File: src/rtl/serial_addsub_n.sv
// Bit-serial WIDTH-bit adder/subtractor: one full-adder cell, LSB first,
// start/busy/done handshake with registered sum, carry/borrow and overflow.
module serial_addsub_n #(
  parameter int WIDTH = 8
) (
  input  logic             clk,
  input  logic             rst_n,
  input  logic             start,
  input  logic             mode,
  input  logic [WIDTH-1:0] a,
  input  logic [WIDTH-1:0] b,
  output logic             busy,
  output logic             done,
  output logic [WIDTH-1:0] sum,
  output logic             cout,
  output logic             overflow
);

  localparam int CW = $clog2(WIDTH);
  localparam logic [CW-1:0] LAST = CW'(WIDTH - 1);

  typedef enum logic [1:0] {IDLE, RUN, DONE} state_t;

  state_t           state, state_nxt;
  logic [WIDTH-1:0] op_a, op_b, res;
  logic             carry;
  logic [CW-1:0]    count;
  logic             s_bit, c_bit, last_bit;

  always_ff @(posedge clk) begin
    if (!rst_n) state <= IDLE;
    else        state <= state_nxt;
  end

  always_comb begin
    // NOTE: default first so every path assigns state_nxt; otherwise a latch is inferred.
    state_nxt = state;
    unique case (state)
      IDLE:    if (start) state_nxt = RUN;
      RUN:     if (last_bit) state_nxt = DONE;
      DONE:    state_nxt = IDLE;
      default: state_nxt = IDLE;
    endcase
  end

  always_comb begin
    busy = (state != IDLE);
    done = (state == DONE);
  end

  // The single full-adder cell.
  always_comb begin
    s_bit    = op_a[0] ^ op_b[0] ^ carry;
    c_bit    = (op_a[0] & op_b[0]) | (carry & (op_a[0] ^ op_b[0]));
    last_bit = (count == LAST);
  end

  always_ff @(posedge clk) begin
    // NOTE: non-blocking so every register samples pre-edge values of the others.
    if (!rst_n) begin
      op_a     <= '0;
      op_b     <= '0;
      res      <= '0;
      carry    <= 1'b0;
      count    <= '0;
      sum      <= '0;
      cout     <= 1'b0;
      overflow <= 1'b0;
    end else begin
      unique case (state)
        IDLE: if (start) begin
          // Subtraction is a + ~b + 1, the +1 entering as the initial carry.
          op_a  <= a;
          op_b  <= mode ? ~b : b;
          carry <= mode;
          count <= '0;
          res   <= '0;
        end
        RUN: begin
          op_a  <= op_a >> 1;
          op_b  <= op_b >> 1;
          res   <= {s_bit, res[WIDTH-1:1]};
          carry <= c_bit;
          count <= count + CW'(1);
          if (last_bit) begin
            sum      <= {s_bit, res[WIDTH-1:1]};
            cout     <= c_bit;
            // On the MSB edge, carry still holds the carry into bit WIDTH-1.
            overflow <= carry ^ c_bit;
          end
        end
        default: ;
      endcase
    end
  end

endmodule

File: config.mk
export PLATFORM = sky130hd
export DESIGN_NAME = serial_addsub_n
export DESIGN_NICKNAME = d
export VERILOG_FILES = /design/src/rtl/serial_addsub_n.sv
export SDC_FILE = /design/constraint.sdc
export NUM_CORES = 1
export LEC_CHECK = 0
export CORE_MARGIN = 2
export CORE_UTILIZATION = 55
export DETAILED_ROUTE_END_ITERATION = 6
export PLACE_DENSITY = 0.83
export SLEW_MARGIN = 30
export SYNTH_ARGS = -nofsm -noshare
export SYNTH_HDL_FRONTEND = slang
export SYNTH_SLANG_ARGS = --single-unit
File: constraint.sdc
create_clock -name clk -period 2.36 [get_ports clk]
set_clock_uncertainty 0.1 [all_clocks]
set_input_delay 0.236 -clock clk [delete_from_list [all_inputs] [get_ports clk]]
set_output_delay 0.236 -clock clk [all_outputs]
set_load 0.05 [all_outputs]
Word level (Yosys, flattened, before mapping)
Index checks and enable logic that the tools add are counted.

cells by class
  multipliers = 0
  muxes and demuxes = 14
  shift operators = 0
  equality and inequality tests = 5
  divide/modulo/power cells = 0
  bitwise operators = 7
  $lt $le $gt $ge = 0
  add/subtract/negate cells = 1
  reduce and logical (&&, ||, !) cells = 6

operators by type and width
  kind                   count
  $pmux W8 S2            3
  $mux W8                4
  $not A8 Y8             1
  $pmux W3 S2            1
  $reduce_and A2 Y1      3
  $mux W2                2
  $ne A2 B2 Y1 const B   2
  $pmux W2 S2            1
  $reduce_bool A2 Y1     2
  $add A3 B1 Y3 const B  1
  $eq A3 B3 Y1 const B   1
  $mux W3                1
  $xor A1 B1 Y1          3
  $and A1 B1 Y1          2
  $eq A2 B1 Y1 const B   1
  $eq A2 B2 Y1 const B   1
  $logic_not A2 Y1       1
  $pmux W1 S2            1
  $mux W1                1
  $or A1 B1 Y1           1

storage, ports and cells
  input port bits = 20
  memories kept = 0
  bits in writable memories = 0
  memory bits (read-only) = 0
  latch bits = 0
  bits in registers = 40
  output and inout bits = 12

Logic depth before layout (Yosys ltp)
  depth after elaboration = 4
  gate-level depth with buffers = 6
  gate-level depth less buffers = 5

Worst setup path before layout
OpenSTA, ideal clock, no wires.

  kind = register to output
  start point = reg state[1]
  end point = out done
  data required time = 2.024 ns
  path buffers = 1
  stages on the path, launching flop included = 4
  slack = 0.756 ns
  arrival time = 1.268 ns
  path through = dfxtp_1 buf_4 inv_2 nor2_1

on the way
  word-level cells in the longest chain between the ends = 1

RTL lines
  what                      line  text
  start: declaration        24    state_t state, state_nxt;
  start signal: assignment  32    else state <= state_nxt;
  $eq A2 B2 Y1              48    done = (state == DONE);
  end: declaration          13    output logic done,

No other way between the ends.

Worst setup path after layout
  start point = reg state[0]
  end point = out busy

on the way
  word-level cells in the longest chain between the ends = 1

RTL lines
  what                line  text
  $reduce_bool A2 Y1  47    busy = (state != IDLE);
  end: declaration    12    output logic busy,

No other way between the ends.

==> qor.yml <==
yosysSeqAreaShare_pct: 46.26
synth_most_common_cell: "dfxtp_1"
wl_met3_um: 217
vias_per_cell: 5.890
slew_viol_final: 0
fillers: 232
drc_errors: 0
clockBufferDepth: 2
reg2reg_from: "count[0]$_SDFFE_PN0P_"
combPwrFrac_pct: 12.9
routed.top_layer: "met4"
leakagePower_nw: 0.7731
synth_warnings: 0
cts-htree-levels: 2
ys_ff_latch: 39
hold_path.class: "reg -> reg"
synth-main-ff-cell: "dfxtp_1"
reg2reg_slack_ns: 0.73
slew_headroom_pct: 65.03
cts_resized: 0
cp_max_fo: 9
layout.nets: 244
clkPwrFrac_pct: 34.4
initial_utilization_pct: 56.68
final-seq-area_um2: 780.7
first_iter_violations: 64
postLayoutCoreUtil_pct: 70.42
p_seq_share_pct: 52.7
cp_cell_sequence: "inv_2 > nand2_1 > clkdlybuf4s50_1"
synthMuxAreaShare_pct: 0
grt_max_degree: 20
antenna_found_initial: 0
drt_first_pass_iters: 4
route.layer.met1.wl_um: 1522
drt-total-wl_um: 3639
endpoint_kind: "output pin"
status: "finished clean"
antenna_cells: 0
cap_violations: 0
synth_common_cells: "39 x dfxtp_1, 28 x nand2_1, 17 x a21oi_1, 17 x a22oi_1, 16 x nor2_1"
multi_input_area_um2: 818.3
syn_avg_cell_area_um2: 8.931
num_rows: 20
grt_pass1_vias: 1396
yosysTopAreaCell: "dfxtp_1"
dpl_worst_slack_ns: 0.5342
ir_worst_vdd_v: 0.0004153
rsz0062_at_grt: "false"
clock-sinks: 39
routed-wl-met2_um: 1813
clkTransAtPathRegs_ns: 0.11
drive_gt1_share_pct: 9.459
clk_latency_ns: 0.35
fin_ws_ns: 0.1696
hold_path.startpoint: "sum[4]$_SDFFE_PN0P_"
synthSimpleGateAreaFrac_pct: 15.94
cpPeakStageDelay_ns: 0.79
post_cts_buffers: 0
hold_violations: 0
finalSetupViolations: 0
worst_slew_pin_slew_ns: 0.5230
hold_slack_ns: 0.3594
required_ns: 2.02
start_kind: "flop"
synth.net_count: 212
vias: 1502
synth_fa_ha_area_share_pct: 2.669
yosysTopAreaCellShare_pct: 46.26
cts_tree: "built"
final_area_mm2: 0.002097
synth_top_family_by_area: "compound AO/OA/AOI/OAI gates"
die_x_um: 59.40
crit_path_top_delay_cell: "clkdlybuf4s50_1"
post_drt_wl_per_cell_um: 14.27
intPower_mw: 1.024
fin_setup_tns_ns: 0
async_flop_share_pct: 0
powerDensity_mw_per_mm2: 646.2
syn2layout_area_growth_pct: 24.24
switching_share_pct: 24.42
syn-cell-area_mm2: 0.001688
dp_hpwl_um: 2553
die_area_mm2: 0.003528
fin_crit_sh_pct: 92.81
crit_arrival_ns: 1.85
fmax_mhz: 456.5
grt_use_total_pct: 23.01
postPlaceCellArea_mm2: 0.002011
synth_xor_area_share_pct: 4.670
ys_top_cells_by_area: "dfxtp_1 46%, a22oi_1 7.6%, nand2_1 6.2%"
grt_remaining_overflow: 0
postCtsHoldBufs: 0
synth_edf_count: 0
ios: 32
cts_buffers: 5
grt_first_pass_wirelength_um: 6120
die_h_um: 59.40
finalCriticalPeriod_ns: 2.190
synth_compound_area_share_pct: 25.20
cts_root_buf: "clkbuf_4"
core_mm2: 0.002978
p_switching_mw: 0.3309
routabilityCongestion: 0.7807
place.port_buffers: 31
synth_cells: 189
antenna_left: 0
yosysUniqueCellTypes: 33
criticalPathCategory: "reg -> out"
crit_start: "state[0]$_SDFFE_PN0P_"
==> layout by cell type, fill, tap and decap left out, drive strengths merged, types with 2 or more instances in the layout <==
master,netlist,final
or3b,4,4
nor2,16,16
nor2b,2,2
clkbuf,4,6
buf,8,6
xor2,8,8
inv,4,4
o2bb2ai,3,3
a211oi,3,3
o221ai,4,4
clkdlybuf4s50,0,31
nand2,28,28
ha,2,2
o21ai,16,16
a22oi,17,17
nand2b,3,3
a21oi,17,17
dfxtp,39,39
==> worst paths after layout <==
check,end,depth (start not counted)
setup / recovery,busy,3
hold / removal,sum[4]$_SDFFE_PN0P_,2
setup reg to reg,overflow$_SDFFE_PN0P_,5
hold reg to reg,sum[4]$_SDFFE_PN0P_,2
==> metal layers <==
layer	vias up	GRT usage, %
li1	734	-
met1	701	28.26
met2	55	37.52
met3	12	6.987
met4	0	9.091
met5	-	0
==> sequential cells by signal, indices dropped and copies added (netlist names) <==
name / flops
overflow: 1
cout: 1
op_b: 8
count: 3
op_a: 8
res: 7
carry: 1
sum: 8
state: 2
==> per-stage QoR <==
stage / power (mW) / cells
global route: 1.411 / 255
finish: 1.355 / 255
detailed placement: 0.9013 / 247
CTS: 1.357 / 255
global placement: 0.8910 / 247
floorplan: 0.8377 / 189
==> cells by family (layout without fill, tap and decap cells) <==
family,after synthesis,count (layout)
adders and majority gates,3,3
DFF,39,39
buffers and inverters,16,49
xor gates and xnor gates,9,9
AOI/OAI and AO/OA,65,65
and+or+nand+nor,57,57
==> power groups by stage <==
stage / clock, mW / combinational, mW / sequential [mW]
after detailed placement: 0 / 0.173 / 0.728
after global routing: 0.500 / 0.193 / 0.718
after floorplan: 0 / 0.117 / 0.720
after global placement: 0 / 0.165 / 0.726
final: 0.466 / 0.175 / 0.714
after CTS: 0.469 / 0.175 / 0.713
==> cell type report <==
| cell class | count | share of cell area [%] |
|---|---|---|
| clock buffer | 6 | 2.446 |
| clock inverter | 2 | 1.671 |
| inverter | 4 | 0.7160 |
| multi-input combinational | 134 | 39.02 |
| sequential | 39 | 37.23 |
| tap | 33 | 1.969 |
| timing repair buffer | 37 | 16.95 |
==> critical path: cells and delay by family (launching register included) <==
family / cells / cell delay, ns
AND/OR/NAND/NOR: 1 / 0.08
buffers and inverters: 2 / 0.93
flip-flops: 1 / 0.49
No activity file was read; power rests on OpenSTA's default activity.
